--- src/rtl/rv_ctrl_pkg.sv ---
// Shared definitions for the multi-cycle RV32I control path: FSM state
// encoding, opcode values, datapath mux select constants, ALU operation
// codes and the immediate-format decode helper.
package rv_ctrl_pkg;

  // 12 states, binary encoded in 4 bits.
  typedef enum logic [3:0] {
    S_FETCH    = 4'd0,
    S_DECODE   = 4'd1,
    S_MEMADR   = 4'd2,
    S_MEMREAD  = 4'd3,
    S_MEMWB    = 4'd4,
    S_MEMWRITE = 4'd5,
    S_EXECR    = 4'd6,
    S_EXECI    = 4'd7,
    S_ALUWB    = 4'd8,
    S_BRANCH   = 4'd9,
    S_JAL      = 4'd10,
    S_ILLEGAL  = 4'd11
  } state_t;

  // Opcodes (IR[6:0])
  localparam logic [6:0] OP_LOAD   = 7'b0000011;
  localparam logic [6:0] OP_STORE  = 7'b0100011;
  localparam logic [6:0] OP_OP     = 7'b0110011;
  localparam logic [6:0] OP_OPIMM  = 7'b0010011;
  localparam logic [6:0] OP_BRANCH = 7'b1100011;
  localparam logic [6:0] OP_JAL    = 7'b1101111;
  localparam logic [6:0] OP_NOP    = 7'b0000000;

  localparam logic [2:0] F3_BEQ = 3'b000;
  localparam logic [2:0] F3_BNE = 3'b001;
  localparam logic [6:0] F7_ALT = 7'b0100000;

  // result_src
  localparam logic [1:0] RES_ALUOUT    = 2'b00;
  localparam logic [1:0] RES_DATA      = 2'b01;
  localparam logic [1:0] RES_ALURESULT = 2'b10;

  // alu_src_a
  localparam logic [1:0] SRCA_PC    = 2'b00;
  localparam logic [1:0] SRCA_OLDPC = 2'b01;
  localparam logic [1:0] SRCA_REG   = 2'b10;

  // alu_src_b
  localparam logic [1:0] SRCB_WDATA = 2'b00;
  localparam logic [1:0] SRCB_IMM   = 2'b01;
  localparam logic [1:0] SRCB_FOUR  = 2'b10;

  // imm_src
  localparam logic [1:0] IMM_I = 2'b00;
  localparam logic [1:0] IMM_S = 2'b01;
  localparam logic [1:0] IMM_B = 2'b10;
  localparam logic [1:0] IMM_J = 2'b11;

  // alu_op handed to alu_ctrl
  localparam logic [1:0] ALUOP_ADD   = 2'b00;
  localparam logic [1:0] ALUOP_SUB   = 2'b01;
  localparam logic [1:0] ALUOP_FUNCT = 2'b10;

  // alu_control codes
  localparam logic [3:0] ALU_ADD  = 4'd0;
  localparam logic [3:0] ALU_SUB  = 4'd1;
  localparam logic [3:0] ALU_AND  = 4'd2;
  localparam logic [3:0] ALU_OR   = 4'd3;
  localparam logic [3:0] ALU_XOR  = 4'd4;
  localparam logic [3:0] ALU_SLT  = 4'd5;
  localparam logic [3:0] ALU_SLTU = 4'd6;
  localparam logic [3:0] ALU_SLL  = 4'd7;
  localparam logic [3:0] ALU_SRL  = 4'd8;
  localparam logic [3:0] ALU_SRA  = 4'd9;

  function automatic logic [1:0] imm_src_for(input logic [6:0] opcode);
    logic [1:0] imm;
    case (opcode)
      OP_LOAD, OP_OPIMM: imm = IMM_I;
      OP_STORE:          imm = IMM_S;
      OP_BRANCH:         imm = IMM_B;
      OP_JAL:            imm = IMM_J;
      default:           imm = IMM_I;
    endcase
    return imm;
  endfunction

endpackage

--- src/rtl/alu_ctrl.sv ---
// ALU operation decoder shared with the single-cycle control unit.
// Ports:
//   alu_op      in  2 : 00 = add, 01 = subtract, 10 = decode funct3/funct7
//   funct3      in  3 : IR[14:12]
//   funct7      in  7 : IR[31:25]
//   op5         in  1 : opcode[5]; distinguishes R-type sub from I-type addi
//   alu_control out 4 : ALU operation code
module alu_ctrl
  import rv_ctrl_pkg::*;
(
  input  logic [1:0] alu_op,
  input  logic [2:0] funct3,
  input  logic [6:0] funct7,
  input  logic       op5,
  output logic [3:0] alu_control
);

  always_comb begin
    alu_control = ALU_ADD;
    case (alu_op)
      ALUOP_ADD: alu_control = ALU_ADD;
      ALUOP_SUB: alu_control = ALU_SUB;
      default: begin
        case (funct3)
          3'b000:  alu_control = (op5 && funct7 == F7_ALT) ? ALU_SUB : ALU_ADD;
          3'b001:  alu_control = ALU_SLL;
          3'b010:  alu_control = ALU_SLT;
          3'b011:  alu_control = ALU_SLTU;
          3'b100:  alu_control = ALU_XOR;
          3'b101:  alu_control = (funct7 == F7_ALT) ? ALU_SRA : ALU_SRL;
          3'b110:  alu_control = ALU_OR;
          default: alu_control = ALU_AND;
        endcase
      end
    endcase
  end

endmodule

--- src/rtl/multicycle_control_fsm.sv ---
// Moore control FSM for the multi-cycle RV32I datapath. Sequences each
// instruction through FETCH/DECODE and per-class execute states, stalls
// memory states on mem_ready, and locks into ILLEGAL on an undecodable
// instruction until reset.
// Ports:
//   clk, rst           : rising-edge clock, synchronous active-high reset
//   opcode/funct3/funct7: instruction register fields
//   zero               : ALU zero flag (branch decision)
//   mem_ready          : memory access completes this cycle
//   pc_write, ir_write, mem_write, reg_write : datapath enables
//   adr_src, result_src, alu_src_a, alu_src_b, imm_src : mux selects
//   alu_control        : ALU operation from alu_ctrl
//   illegal            : sticky illegal-instruction flag
module multicycle_control_fsm
  import rv_ctrl_pkg::*;
#(
  parameter bit WAIT_MEM = 1'b1,
  parameter bit HAS_JAL  = 1'b1,
  parameter bit HAS_BNE  = 1'b1
) (
  input  logic       clk,
  input  logic       rst,
  input  logic [6:0] opcode,
  input  logic [2:0] funct3,
  input  logic [6:0] funct7,
  input  logic       zero,
  input  logic       mem_ready,
  output logic       pc_write,
  output logic       adr_src,
  output logic       mem_write,
  output logic       ir_write,
  output logic       reg_write,
  output logic [1:0] result_src,
  output logic [1:0] alu_src_a,
  output logic [1:0] alu_src_b,
  output logic [1:0] imm_src,
  output logic [3:0] alu_control,
  output logic       illegal
);

  state_t     state;
  state_t     state_next;
  logic       illegal_q;
  logic [1:0] alu_op;
  logic       mem_rdy;

  assign mem_rdy = WAIT_MEM ? mem_ready : 1'b1;

  always_ff @(posedge clk) begin
    if (rst) begin
      state     <= S_FETCH;
      illegal_q <= 1'b0;
    end else begin
      state <= state_next;
      if (state_next == S_ILLEGAL) begin
        illegal_q <= 1'b1;
      end
    end
  end

  // Masked during reset so the flag reads 0 as soon as rst is raised.
  assign illegal = illegal_q & ~rst;

  always_comb begin
    state_next = state;
    pc_write   = 1'b0;
    adr_src    = 1'b0;
    mem_write  = 1'b0;
    ir_write   = 1'b0;
    reg_write  = 1'b0;
    result_src = RES_ALUOUT;
    alu_src_a  = SRCA_PC;
    alu_src_b  = SRCB_WDATA;
    alu_op     = ALUOP_ADD;
    imm_src    = imm_src_for(opcode);

    case (state)
      S_FETCH: begin
        alu_src_a  = SRCA_PC;
        alu_src_b  = SRCB_FOUR;
        result_src = RES_ALURESULT;
        if (mem_rdy) begin
          ir_write   = 1'b1;
          pc_write   = 1'b1;
          state_next = S_DECODE;
        end
      end
      S_DECODE: begin
        // OldPC + imm: branch/jump target precomputed into ALUOut.
        alu_src_a = SRCA_OLDPC;
        alu_src_b = SRCB_IMM;
        case (opcode)
          OP_LOAD, OP_STORE: state_next = S_MEMADR;
          OP_OP:             state_next = S_EXECR;
          OP_OPIMM:          state_next = S_EXECI;
          OP_BRANCH: begin
            if (funct3 == F3_BEQ || (HAS_BNE && funct3 == F3_BNE)) begin
              state_next = S_BRANCH;
            end else begin
              state_next = S_ILLEGAL;
            end
          end
          OP_JAL:            state_next = HAS_JAL ? S_JAL : S_ILLEGAL;
          OP_NOP:            state_next = S_FETCH;
          default:           state_next = S_ILLEGAL;
        endcase
      end
      S_MEMADR: begin
        alu_src_a  = SRCA_REG;
        alu_src_b  = SRCB_IMM;
        state_next = (opcode == OP_LOAD) ? S_MEMREAD : S_MEMWRITE;
      end
      S_MEMREAD: begin
        adr_src = 1'b1;
        if (mem_rdy) begin
          state_next = S_MEMWB;
        end
      end
      S_MEMWB: begin
        result_src = RES_DATA;
        reg_write  = 1'b1;
        state_next = S_FETCH;
      end
      S_MEMWRITE: begin
        adr_src   = 1'b1;
        mem_write = 1'b1;
        if (mem_rdy) begin
          state_next = S_FETCH;
        end
      end
      S_EXECR: begin
        alu_src_a  = SRCA_REG;
        alu_src_b  = SRCB_WDATA;
        alu_op     = ALUOP_FUNCT;
        state_next = S_ALUWB;
      end
      S_EXECI: begin
        alu_src_a  = SRCA_REG;
        alu_src_b  = SRCB_IMM;
        alu_op     = ALUOP_FUNCT;
        state_next = S_ALUWB;
      end
      S_ALUWB: begin
        result_src = RES_ALUOUT;
        reg_write  = 1'b1;
        state_next = S_FETCH;
      end
      S_BRANCH: begin
        alu_src_a  = SRCA_REG;
        alu_src_b  = SRCB_WDATA;
        alu_op     = ALUOP_SUB;
        result_src = RES_ALUOUT;
        // funct3[0] inverts the condition: beq takes on zero, bne on !zero.
        pc_write   = zero ^ funct3[0];
        state_next = S_FETCH;
      end
      S_JAL: begin
        alu_src_a  = SRCA_OLDPC;
        alu_src_b  = SRCB_FOUR;
        alu_op     = ALUOP_ADD;
        result_src = RES_ALUOUT;
        pc_write   = 1'b1;
        state_next = S_ALUWB;
      end
      S_ILLEGAL: begin
        state_next = S_ILLEGAL;
      end
      default: begin
        state_next = S_FETCH;
      end
    endcase

    // Reset aborts the instruction in flight: no write may land on the
    // reset edge, whatever state the decoder is in.
    if (rst) begin
      pc_write  = 1'b0;
      ir_write  = 1'b0;
      mem_write = 1'b0;
      reg_write = 1'b0;
    end
  end

  alu_ctrl u_alu_ctrl (
    .alu_op      (alu_op),
    .funct3      (funct3),
    .funct7      (funct7),
    .op5         (opcode[5]),
    .alu_control (alu_control)
  );

endmodule

--- config.mk ---
export PLATFORM = sky130hd
export DESIGN_NAME = multicycle_control_fsm
export DESIGN_NICKNAME = d
export VERILOG_FILES = /design/src/rtl/rv_ctrl_pkg.sv /design/src/rtl/alu_ctrl.sv /design/src/rtl/multicycle_control_fsm.sv
export SDC_FILE = /design/constraint.sdc
export NUM_CORES = 1
export LEC_CHECK = 0
export ABC_AREA = 1
export CORE_MARGIN = 5
export CORE_UTILIZATION = 41
export CTS_BUF_LIST = sky130_fd_sc_hd__clkbuf_16
export CTS_CLUSTER_DIAMETER = 50
export DETAILED_ROUTE_END_ITERATION = 8
export PLACE_DENSITY = 0.84
export SETUP_SLACK_MARGIN = 0.4
export SLEW_MARGIN = 5
export SYNTH_ARGS = -nofsm -noshare
export SYNTH_HDL_FRONTEND = slang
export SYNTH_SLANG_ARGS = --single-unit
--- constraint.sdc ---
create_clock -name clk -period 2.07 [get_ports clk]
set_clock_uncertainty 0.15 [all_clocks]
set_input_delay 0.414 -clock clk [delete_from_list [all_inputs] [get_ports clk]]
set_output_delay 0.414 -clock clk [all_outputs]
set_load 0.01 [all_outputs]
==> impl_metrics.csv, run 1 <==
group,metric,value,unit
cts,cts_root_buf,"clkbuf_16",
placed_design,dp_hpwl,2180,µm
yosys,synth_nets,164,
placed_design,gp_congestion,0.786,
outcome,status,"stopped before the end",
die,num_io_pins,39,
yosys,ys_ff_latch,5,
outcome,error,"[ERROR DPL-0033] detailed placement checks failed during check placement.",
yosys,avgSynthCellArea,5.06,µm²
yosys,syn_area,723,µm²
placed_design,port_buffers,38,
global_route,antenna_found_initial,0,
die,start_util,42.3,%
yosys,yosysWarnings,0,
cts,hold_buffers,0,
die,std_cell_rows,15,
die,dieHeight,52,µm
cts,htreeDepth,1,
die,die_x,52,µm
cts,cts_sinks,5,
sta,worst_endpoint,"alu_control[0]",
outcome,stop_stage,"5_1_grt",
yosys,yosysSeqAreaShare,13.8,%
cts,cts_max_path_buffers,2,
cts,cts-buffers-inserted,3,
sta,worst-ep-kind,"output port",
yosys,synth_cells,143,
yosys,ys_types,22,
global_route,grt_max_degree,7,
-- through the flow --
stage / cell area [µm²] / setup slack (ns) / std cells / hold slack (ns) / setup TNS (ns)
after global placement: 1260 / -0.463 / 222 / 0.340 / -3.38
after detailed placement: 1260 / -0.486 / 222 / 0.357 / -3.73
after CTS: 1450 / 0.146 / 235 / 0.367 / 0
after floorplan: 723 / 0.455 / 143 / 0.367 / 0
-- cell families after synthesis --
kind of cell              Yosys count  synth area share, %
AOI/OAI and AO/OA                  21                 17.1
xor gates and xnor gates            1                 1.21
DFF                                 5                 13.8
buffers and inverters              30                 15.7
and+or+nand+nor                    86                 52.1
-- synth_stat cells --
cell type | instances | share of area (%)
nand2_1 | 41 | 21
inv_1 | 26 | 13
nor2_1 | 25 | 13
a21oi_1 | 9 | 6.2
nor2_2 | 8 | 6.9
dfxtp_1 | 5 | 14
nand3_1 | 4 | 2.8
o21ai_0 | 4 | 2.8
inv_2 | 3 | 1.6
nand2_2 | 3 | 2.6
o211ai_1 | 3 | 3.1
nor4_1 | 2 | 1.7
a211oi_1 | 1 | 1.0
a21oi_2 | 1 | 1.2
buf_2 | 1 | 0.69
nand3_2 | 1 | 1.4
nor3_2 | 1 | 1.4
nor3b_1 | 1 | 1.0
o2111ai_1 | 1 | 1.2
o21ai_1 | 1 | 0.69
o22ai_1 | 1 | 0.87
xnor2_1 | 1 | 1.2
-- what timing repair did --
item | in CTS
endpoints found under the hold margin | 0
endpoints found under the setup margin | 23
setup buffers | 9
resized for setup | 182
pin swaps | 25
==> run 2, diff against run 1 <==
- CORE_AREA: default -> 5 5 66 68
- CORE_MARGIN: 5 -> default
- CORE_UTILIZATION: 41 -> default
- CTS_BUF_LIST: sky130_fd_sc_hd__clkbuf_16 -> default
- CTS_CLUSTER_DIAMETER: 50 -> default
- DIE_AREA: default -> 0 0 71 73
- PLACE_DENSITY: 0.84 -> default
- PLACE_DENSITY_LB_ADDON: default -> 0.15
- SETUP_SLACK_MARGIN: 0.4 -> default
==> impl_metrics.csv, run 2 <==
group,metric,value,unit
die,std_cell_rows,23,
layout,regArea,103,µm²
yosys,synthMostInstantiatedCell,"nand2_1",
sta,fin_crit_sh,95.9,%
setup_path,max_stage_delay,0.56,ns
yosys,synth_cells,143,
layout,layout_commonest_cell,"nand2_1",
setup_path,critical_path.cell_chain,"dlygate4sd2_1 > nor2_1 > clkdlybuf4s50_1",
cts,clkLatencyLatePin,0.22,ns
pwr,total_power,0.890,mW
pwr,ir_worst_vdd,0.548,mV
yosys,synthArstFlopShare,0,%
yosys,synth_nets,164,
setup_path,cp.arrival,1.42,ns
cts,cts_root_buf,"clkbuf_8",
yosys,yosysSeqAreaShare,13.8,%
layout,reg_top3,"state x4, illegal_q x1",
pwr,power.leakage,0.837,nW
yosys,synth-edff-count,0,
setup_path,end_kind,"output pin",
cts,htreeDepth,1,
pwr,powerDensity,616,nW/µm²
global_route,grt_pass1_wl,4440,µm
setup_path,crit_slowest_cell,"clkdlybuf4s50_1",
layout,final_util,38.0,%
run,maxCapViolations,0,
global_route,grt.total_usage,10.2,%
yosys,synth_area_leaders,"nand2_1 21%, dfxtp_1 14%, inv_1 13%, nor2_1 13%, nor2_2 6.9%",
die,start_util,19.0,%
setup_path,start_kind,"primary input",
sta,finalHoldViolCount,0,
setup_path,worstSetupPathType,"primary input to output pin",
yosys,synthTopCellsByCount,"41 x nand2_1, 26 x inv_1, 25 x nor2_1",
die,die_x,71,µm
cts,cts_tree,"done",
sta,timing.fmax,504,MHz
placed_design,dp_hpwl,2260,µm
yosys,ys_types,22,
layout,final_cell_mix,"38 x nand2_1, 28 x buf_4, 23 x inv_1, 23 x nor2_1, 18 x dlygate4sd2_1",
layout,largest_reg_flops,4,
sta,tns,0,ns
layout,antennaDiodeCount,0,
sta,setup_viol,0,
layout,largest-register,"state",
sta,timing.final.max_slew_violations,0,
yosys,ys_ff_latch,5,
route,drc,0,
yosys,synthDominantCellAreaShare,21.3,%
die,dieHeight,73,µm
route,dr.pass1.iters,5,
layout,drive_gt1_share,32.1,%
placed_design,preCtsSetupSlack,-0.514,ns
cts,hold_buffers,0,
outcome,status,"completed",
yosys,avgSynthCellArea,5.06,µm²
layout,syn2layout_area_growth,99.7,%
route,drtAntennaViolNets,0,
route,wl_per_cell,10.1,µm
cts,cts_sinks,5,
die,die-area,5180,µm²
global_route,antenna_found_initial,0,
route,num_vias,1065,
yosys,yosys.area.top_type,"nand2_1",
route,vias_per_cell,4.06,
cts,cts_max_path_buffers,2,
min_path,holdPathStages,4,
layout,fillers,433,
route,routed_wl,2650,µm
sta,tightest_slew,0.235,ns
placed_design,port_buffers,38,
sta,rsz0062_at_grt,"false",
setup_path,critPathMaxFanout,5,
yosys,yosysWarnings,0,
global_route,first_global_vias,1093,
die,core,3800,µm²
sta,min_period,1.99,ns
min_path,hold_class,"flip-flop to flip-flop",
yosys,syn_area,723,µm²
sta,setup_slack,0.0842,ns
yosys,synth_ff_type,"dfxtp_1",
layout,multiInputGateArea,552,µm²
global_route,overflow,0,
global_route,grt_max_degree,6,
die,num_io_pins,39,
route,drtIter0Drc,41,
placed_design,gp_congestion,0.795,
cts,cts-buffers-inserted,3,
layout,fin_nets,234,
sta,maxSlewHeadroom,84.2,%
cts,clk_pin_slew_worst_paths,0.03,ns
setup_path,r2r_cells,11,
setup_path,cp_data_required_time,1.51,ns
sta,holdWs,0.348,ns
==> run 2: cell counts after synthesis <==
Identical to the previous run, type by type.
==> run 2: final cells by class <==
class	count	area share (%)
multi-input combinational	108	38.2
inverter	29	7.54
clock buffer	4	3.12
sequential	5	7.11
tap	50	4.33
timing repair buffer	66	39.7
==> run 2: per-layer routing <==
layer / up-vias / wire length (µm) / part of all wire, % / global-route usage (%)
li1: 582 / - / - / -
met1: 463 / 1140 / 43 / 11.8
met2: 20 / 1430 / 54 / 20.0
met3: 0 / 78 / 2.9 / 2.07
met4: 0 / 0 / 0 / 0.626
met5: - / 0 / 0 / 0
==> run 2: power breakdown <==
| group | internal, mW | switching (mW) | total (mW) |
|---|---|---|---|
| Combinational | 0.267 | 0.299 | 0.567 |
| Sequential | 0.123 | 0.0222 | 0.145 |
| Clock | 0.132 | 0.0463 | 0.178 |
==> run 2: worst max-delay path: cells and delay by family <==
| family | cells | cell delay (ns) |
|---|---|---|
| simple gates | 1 | 0.16 |
| buf+inv | 2 | 0.85 |
==> run 2: metrics by stage <==
stage / cell area (µm²) / instances
after floorplan: 723 / 143
after detailed placement: 1350 / 255
after global routing: 1440 / 262
after CTS: 1400 / 262
final: 1440 / 262
after global placement: 1350 / 255
==> run 2: worst paths after layout <==
kind / startpoint / end / slack [ns]
hold reg to reg: illegal_q / illegal_q / 0.35
hold / removal: illegal_q / illegal_q / 0.35
setup / recovery: rst / illegal / 0.08
setup reg to reg: state[3] / illegal_q / 0.49
==> run 2: kinds of logic after synthesis <==
group                     after synthesis  share of synthesized area (%)
xor gates and xnor gates                1                           1.21
AOI/OAI and AO/OA                      21                           17.1
buffers and inverters                  30                           15.7
and+or+nand+nor                        86                           52.1
DFF                                     5                           13.8
==> run 2: what timing repair did <==
item / CTS / global route
hold endpoints to repair: 0 / 0
resized for setup: 46 / 19
setup endpoints to repair: 16 / 8
setup buffers: 3 / 0
pin swaps: 5 / 7
No activity file was read; power rests on OpenSTA's default activity.
